**src/rtl/fpu_normalize_pipe.sv**
```systemverilog
// fpu_normalize_pipe: two-stage leading-zero normaliser for an FPU datapath.
// Counts the leading zeros of an unnormalised significand (carry bit at
// IN_W-1, hidden bit at IN_W-2), shifts the leading one into the hidden-bit
// position, adjusts the biased exponent and flags zero/underflow/overflow.
// Optional macro FPU_NORM_STICKY_EN: adds a sticky output reporting the LSB
// dropped when no left shift is needed (carry-out case).
module fpu_normalize_pipe #(
  parameter int IN_W  = 25,
  parameter int EXP_W = 8
) (
  input  logic                       clk,
  input  logic                       rst,
  input  logic                       in_valid,
  output logic                       in_ready,
  input  logic [IN_W-1:0]            in_value,
  input  logic [EXP_W-1:0]           in_exp,
  output logic                       out_valid,
  input  logic                       out_ready,
  output logic [IN_W-3:0]            out_man,
  output logic [$clog2(IN_W+1)-1:0]  out_shift,
  output logic [EXP_W-1:0]           out_exp,
  output logic                       out_zero,
  output logic                       out_uflow,
  output logic                       out_oflow,
  output logic                       out_sticky
);

  localparam int MAN_W = IN_W - 2;
  localparam int SH_W  = $clog2(IN_W + 1);
  // Shift-count bits below LO_W are applied in stage 2, the rest in stage 1.
  localparam int LO_W  = SH_W / 2;
  localparam int EW2   = EXP_W + 2;

  localparam logic signed [EW2-1:0] E_ZERO = '0;
  localparam logic signed [EW2-1:0] E_MAX  = EW2'((1 << EXP_W) - 1);

  // Pipeline control: stage 2 can load when empty or being drained; stage 1
  // can load when empty or when it moves into stage 2.
  logic s1_valid;
  logic s2_en;
  logic s1_en;

  assign s2_en    = !out_valid || out_ready;
  assign s1_en    = s2_en || !s1_valid;
  assign in_ready = !rst && s1_en;

  // ---------------- stage 1 combinational ----------------
  logic [SH_W-1:0] lz0;
  logic [SH_W-1:0] hi_amt0;
  logic [IN_W-1:0] shl0;
  logic            zero0;

  // Leading-zero count (highest set bit wins) and upper shifter layers.
  always_comb begin
    lz0 = SH_W'(IN_W);
    for (int unsigned i = 0; i < IN_W; i++) begin
      if (in_value[i]) lz0 = SH_W'(IN_W - 1 - i);
    end
    hi_amt0              = lz0;
    hi_amt0[LO_W-1:0]    = '0;
    shl0                 = in_value << hi_amt0;
    zero0                = (in_value == '0);
  end

  logic [IN_W-1:0]  s1_val;
  logic [SH_W-1:0]  s1_lz;
  logic [EXP_W-1:0] s1_exp;
  logic             s1_zero;

  // Stage 1 register: partially shifted value, full lz and exponent.
  always_ff @(posedge clk) begin
    if (rst) begin
      s1_valid <= 1'b0;
      s1_val   <= '0;
      s1_lz    <= '0;
      s1_exp   <= '0;
      s1_zero  <= 1'b0;
    end else if (s1_en) begin
      s1_valid <= in_valid;
      if (in_valid) begin
        s1_val  <= shl0;
        s1_lz   <= lz0;
        s1_exp  <= in_exp;
        s1_zero <= zero0;
      end
    end
  end

  // ---------------- stage 2 combinational ----------------
  logic [IN_W-1:0]        full2;
  logic [MAN_W-1:0]       man2;
  logic signed [EW2-1:0]  e_ext;
  logic signed [EW2-1:0]  lz_ext;
  logic signed [EW2-1:0]  e2;
  logic [EXP_W-1:0]       exp2;
  logic                   uflow2;
  logic                   oflow2;

  // Remaining shifter layers, exponent adjust and range flags.
  always_comb begin
    full2  = s1_val << s1_lz[LO_W-1:0];
    man2   = MAN_W'(full2 >> 1);
    e_ext  = {2'b00, s1_exp};
    lz_ext = EW2'(s1_lz);
    e2     = e_ext + EW2'(1) - lz_ext;
    uflow2 = 1'b0;
    oflow2 = 1'b0;
    exp2   = e2[EXP_W-1:0];
    if (s1_zero) begin
      exp2 = '0;
    end else if (e2 <= E_ZERO) begin
      uflow2 = 1'b1;
      exp2   = '0;
    end else if (e2 >= E_MAX) begin
      oflow2 = 1'b1;
      exp2   = '1;
    end
  end

  // Stage 2 register: final outputs, held while downstream stalls.
  always_ff @(posedge clk) begin
    if (rst) begin
      out_valid <= 1'b0;
      out_man   <= '0;
      out_shift <= '0;
      out_exp   <= '0;
      out_zero  <= 1'b0;
      out_uflow <= 1'b0;
      out_oflow <= 1'b0;
    end else if (s2_en) begin
      out_valid <= s1_valid;
      if (s1_valid) begin
        out_man   <= man2;
        out_shift <= s1_lz;
        out_exp   <= exp2;
        out_zero  <= s1_zero;
        out_uflow <= uflow2;
        out_oflow <= oflow2;
      end
    end
  end

`ifdef FPU_NORM_STICKY_EN
  logic s1_sticky;

  // Sticky travels with its beat: only the lz=0 case drops a bit (the LSB).
  always_ff @(posedge clk) begin
    if (rst) begin
      s1_sticky  <= 1'b0;
      out_sticky <= 1'b0;
    end else begin
      if (s1_en && in_valid) s1_sticky  <= (lz0 == '0) && in_value[0];
      if (s2_en && s1_valid) out_sticky <= s1_sticky;
    end
  end
`else
  assign out_sticky = 1'b0;
`endif

endmodule

```
**config.mk**
```make
export PLATFORM = sky130hd
export DESIGN_NAME = fpu_normalize_pipe
export DESIGN_NICKNAME = d
export VERILOG_FILES = /design/src/rtl/fpu_normalize_pipe.sv
export SDC_FILE = /design/constraint.sdc
export NUM_CORES = 1
export LEC_CHECK = 0
export ABC_AREA = 1
export BUFFER_PORTS_ARGS = -buffer_cell sky130_fd_sc_hd__buf_2
export CAP_MARGIN = 10
export CORE_UTILIZATION = 45
export CTS_CLUSTER_SIZE = 10
export DETAILED_ROUTE_END_ITERATION = 8
export GPL_TIMING_DRIVEN = 0
export PLACE_DENSITY = 0.76
export SLEW_MARGIN = 10
export SYNTH_ARGS = -nofsm -noshare
export SYNTH_HDL_FRONTEND = slang
export SYNTH_SLANG_ARGS = --single-unit
```
**constraint.sdc**
```tcl
create_clock -name clk -period 2.9 [get_ports clk]
set_input_delay 0.435 -clock clk [delete_from_list [all_inputs] [get_ports clk]]
set_output_delay 0.435 -clock clk [all_outputs]
set_load 0.02 [all_outputs]
```
; ---- Yosys cells after proc, flatten, opt, wreduce, memory -nomap -nowiden
; Index checks and enable logic that the tools add are counted.
[op_classes]
add_sub_neg = 2
mul = 0
div = 0
n_lt_le_gt_ge = 2
eq_ne = 0
n_shift = 2
muxes = 33
bitwise_logic = 0
n_reduce_logical = 9
[op_table]
columns = cell, n
row1 = $mux 5, 23
row2 = $logic_not 25->1, 1
row3 = $shl 25x2->24, 1
row4 = $shl 25x5->25, 1
row5 = $mux 8, 3
row6 = $ge 10x9->1 const B, 1
row7 = $le 10x1->1 const B, 1
row8 = $sub 9x5->10, 1
row9 = $add 8x1->9 const B, 1
row10 = $mux 1, 6
row11 = $mux 4, 1
row12 = $reduce_and 2->1, 2
row13 = $logic_not 1->1, 3
row14 = $logic_or 1x1->1, 2
row15 = $logic_and 1x1->1, 1
[totals]
register_bits = 80
latch_bits = 0
ram_bits = 0
mem_bits_ro = 0
inputBits = 37
memories = 0

; ---- Depth between registers and ports, before layout
[depth]
ltp_word = 26
mapped_depth = 26
ltp_nobuf = 26

; ---- Least setup slack after synthesis
; OpenSTA, ideal clock, no wires.
[synth_timing]
kind = register -> register
startpoint = register s1_lz[0]
endpoint = register out_exp[4]
arrival_ps = 2536
setup_slack_ps = 294
stages_incl_launch_ff = 17
path_cell_list = dfxtp_1 > clkinv_1 > ha_1 > ha_1 > fa_1 > nand3_1 > nand3_2 > a21oi_2 > o21bai_2 > xor2_2 > nor4_1 > nand2_1 > nand2_2 > nand2_4 > nand2_1 > nand2_1 > a21oi_2
[synth_between]
elab_chain_len = 5
[synth_lines]
columns = item, line_no
row1 = start: declaration, 66  ; logic [SH_W-1:0] s1_lz;
row2 = start signal: assignment, 82  ; s1_lz <= lz0;
row3 = $sub 9x5->10 *, 105  ; e2 = e_ext + EW2'(1) - lz_ext;
row4 = $ge 10x9->1, 114  ; end else if (e2 >= E_MAX) begin
row5 = $mux 8, 114
row6 = $mux 8 *, 111  ; end else if (e2 <= E_ZERO) begin
row7 = $mux 8 *, 109  ; if (s1_zero) begin
row8 = end signal: assignment, 135  ; out_exp <= exp2;
row9 = end: declaration, 21  ; output logic [EXP_W-1:0] out_exp,
; Every way passes the cells marked *; elsewhere a longest branch is shown, timed or not.
; A chain may end at the register's enable or synchronous reset.

; ---- Worst setup path in the final report
[layout_timing]
startpoint = register s1_lz[1]
endpoint = register out_exp[7]
; Same word-level chain as after synthesis.

==> impl_metrics.env <==
export IMPL_status="finished, final reports clean"
export IMPL_avgRoutedWirePerCell_um=13.3
export IMPL_finalMaxSlewViolations=0
export IMPL_grt_first_pass_wirelength_um=19800
export IMPL_rows=35
export IMPL_vias_per_cell=5.17
export IMPL_drc=0
export IMPL_tns_ns=0
export IMPL_hp_class="input port to register"
export IMPL_synth_seq_cells=79
export IMPL_clk_path_buf_depth=2
export IMPL_vias=4578
export IMPL_die_w_um=102
export IMPL_async_reset_ff_share_pct=0
export IMPL_layout_drive_gt1_share_pct=17.9
export IMPL_power_density_mw_per_mm2=507
export IMPL_yosysSeqAreaShare_pct=35.5
export IMPL_layout_common_cells="nand2_1 (223), buf_2 (82), dfxtp_1 (79)"
export IMPL_critPathLaunchType="register"
export IMPL_cp_end_kind="register"
export IMPL_max_freq_mhz=362
export IMPL_hold_path_depth=3
export IMPL_vdd_drop_max_mv=0.246
export IMPL_ys_warn_count=0
export IMPL_setup_viol=0
export IMPL_fin_crit_ns=2.77
export IMPL_grt_pass1_vias=4353
export IMPL_clock_sinks=79
export IMPL_syn_avg_cell_area_sq_um=6.72
export IMPL_synth_distinct_cells=46
export IMPL_grt_remaining_overflow=0
export IMPL_finClkSkew_ns=0.00928
export IMPL_postCtsSetupRepairBufs=0
export IMPL_fin_ws_ns=0.134
export IMPL_pre_cts_ws_ns=-0.0740
export IMPL_die_area_sq_mm=0.0103
export IMPL_layout_nets=803
export IMPL_portBuffers=76
export IMPL_maxSlewHeadroom_pct=61.0
export IMPL_globalplace_congestion=0.900
export IMPL_coreArea_sq_mm=0.00942
export IMPL_clock_latency_ns=0.35
export IMPL_crit_type="register to register"
export IMPL_p_leak_nw=2.35
export IMPL_rsz0062_at_grt="false"
export IMPL_dp_hpwl_um=9500
export IMPL_synth_edf_count=0
export IMPL_die_h_um=102
export IMPL_fin_cells=885
export IMPL_grt_max_degree=13
export IMPL_dr_pass1_iters=5
export IMPL_drt_iter0_drc=224
export IMPL_ys_dominant_reg_cell="dfxtp_1"
export IMPL_post_place_cells=869
export IMPL_pin_count=79
export IMPL_arrival_ns=3.04
export IMPL_diodes=0
export IMPL_cap_violations=0
export IMPL_fin_util_pct=55.5
export IMPL_layout_commonest_cell="nand2_1"
export IMPL_crit_path_max_fanout=8
export IMPL_clkTransAtPathRegs_ns=0.08
export IMPL_post_dp_cell_area_sq_mm=0.00500
export IMPL_syn_area_sq_mm=0.00446
export IMPL_synth_nets=716
export IMPL_finalHoldViolCount=0
export IMPL_finalWirelength_um=11800
export IMPL_start_util_pct=47.4
export IMPL_worst_pin_slew_ns=0.585
export IMPL_synth_cells=664
export IMPL_critPathRequiredTime_ns=3.18
export IMPL_cts_inserted_buffers=9
export IMPL_clockRootBuffer="clkbuf_8"
export IMPL_postRouteAntennaNets=0
export IMPL_cts_tree="done"
export IMPL_fill_cells=938
export IMPL_grtUsageTotal_pct=24.3
export IMPL_fin_crit_sh_pct=95.4
export IMPL_h_tree_depth=3
export IMPL_rr_worst_depth=16
export IMPL_fin_area_sq_mm=0.00522
export IMPL_area_growth_pct=17.1
export IMPL_antenna_found_initial=0
==> cell families (layout without fill, tap and decap cells) <==
kind of cell / after synthesis / after routing / share of synthesized area [%]
fa+ha+maj: 15 / 15 / 4.38
mux: 3 / 3 / 0.673
flops: 79 / 79 / 35.5
buf+inv: 109 / 201 / 9.68
xor+xnor: 6 / 6 / 1.51
simple gates: 290 / 290 / 26.6
other cells: 1 / 1 / 0.0841
compound gates: 161 / 161 / 21.7
==> worst max-delay path, cell delays in order (launching register included) <==
cell and delay [ns]:
dfxtp_1 0.36, ha_1 0.29, inv_1 0.04, ha_1 0.23, fa_2 0.38, nand3_1 0.11
nand3_2 0.10, a21oi_2 0.15, o21bai_2 0.09, xor2_2 0.18, nor4_2 0.24, nand2_1 0.10
nand2_2 0.10, nand2_4 0.08, nand2_1 0.07, nand2_1 0.06, a21oi_2 0.14
==> report_power, final <==
group          internal (mW)  switching (mW)  leakage, nW  total [mW]
clock network          0.466           0.376        0.109       0.842
logic                  0.213           0.405         1.60       0.618
registers               1.15          0.0384        0.648        1.19
==> flip-flops by register name, indices dropped and copies added (netlist names), 5 cells and up <==
| signal | cells |
|---|---|
| out_exp | 8 |
| out_man | 23 |
| s1_lz | 5 |
| s1_exp | 8 |
| out_shift | 5 |
| s1_val | 24 |
==> metrics by stage <==
step	power, mW	hold WS (ns)
global route	2.78	0.342
CTS	2.64	0.337
detailed placement	1.81	0.458
floorplan	1.64	0.433
finish	2.65	0.345
global placement	1.79	0.452
==> cells in the mapped netlist, types with 2 or more instances <==
master	instances	area share [%]
a211oi_1	2	0.34
a21oi_1	41	4.6
a21oi_2	11	2.2
a31oi_1	26	3.6
buf_2	6	0.67
buf_4	2	0.34
clkbuf_1	27	2.3
dfxtp_1	79	35
ha_1	14	3.9
inv_1	68	5.7
inv_2	3	0.25
mux2i_1	3	0.67
nand2_1	223	19
nand2_2	2	0.28
nand3_1	9	1.0
nand3_2	2	0.45
nand4_1	4	0.56
nor2_1	38	3.2
nor3_1	2	0.22
nor4_1	4	0.56
o211ai_1	8	1.3
o21ai_0	54	6.1
o21ai_1	8	0.90
o21ai_2	2	0.39
o31ai_1	2	0.34
xor2_1	3	0.59
xor2_2	2	0.73
==> per-layer routing <==
layer	track usage, %	routed length (um)	up-vias
li1	-	-	2329
met1	31.6	5510	2054
met2	40.5	5380	166
met3	3.31	613	29
met4	9.81	293	0
met5	0	0	-
==> layout make-up <==
| type | instances | area (sq um) | share of cell area [%] |
|---|---|---|---|
| multi-input combinational | 476 | 2460 | 47.0 |
| tap | 129 | 161 | 3.09 |
| clock buffer | 13 | 169 | 3.23 |
| inverter | 72 | 273 | 5.22 |
| buffer | 37 | 161 | 3.09 |
| sequential | 79 | 1580 | 30.3 |
| clock inverter | 3 | 40.0 | 0.767 |
| timing repair buffer | 76 | 380 | 7.28 |
==> worst paths after layout <==
| kind | slack, ns | to | from |
|---|---|---|---|
| worst min-delay path | 0.35 | s1_exp[4]$_SDFFE_PP0P_ | in_exp[4] |
| worst max-delay path | 0.13 | out_exp[7]$_SDFFE_PP0P_ | s1_lz[1]$_SDFFE_PP0P_ |
| worst max register to register | 0.13 | out_exp[7]$_SDFFE_PP0P_ | s1_lz[1]$_SDFFE_PP0P_ |
| worst min register to register | 0.47 | s1_val[4]$_SDFFE_PP0P_ | s1_val[4]$_SDFFE_PP0P_ |
==> what timing repair did <==
| item | CTS | global route |
|---|---|---|
| hold buffers | 0 | 0 |
| gates resized for setup | 1 | 3 |
| hold endpoints to repair | 0 | 0 |
| cloned | 0 | 0 |
| endpoints found under the setup margin | 8 | 9 |
No activity file was read; power rests on OpenSTA's default activity.
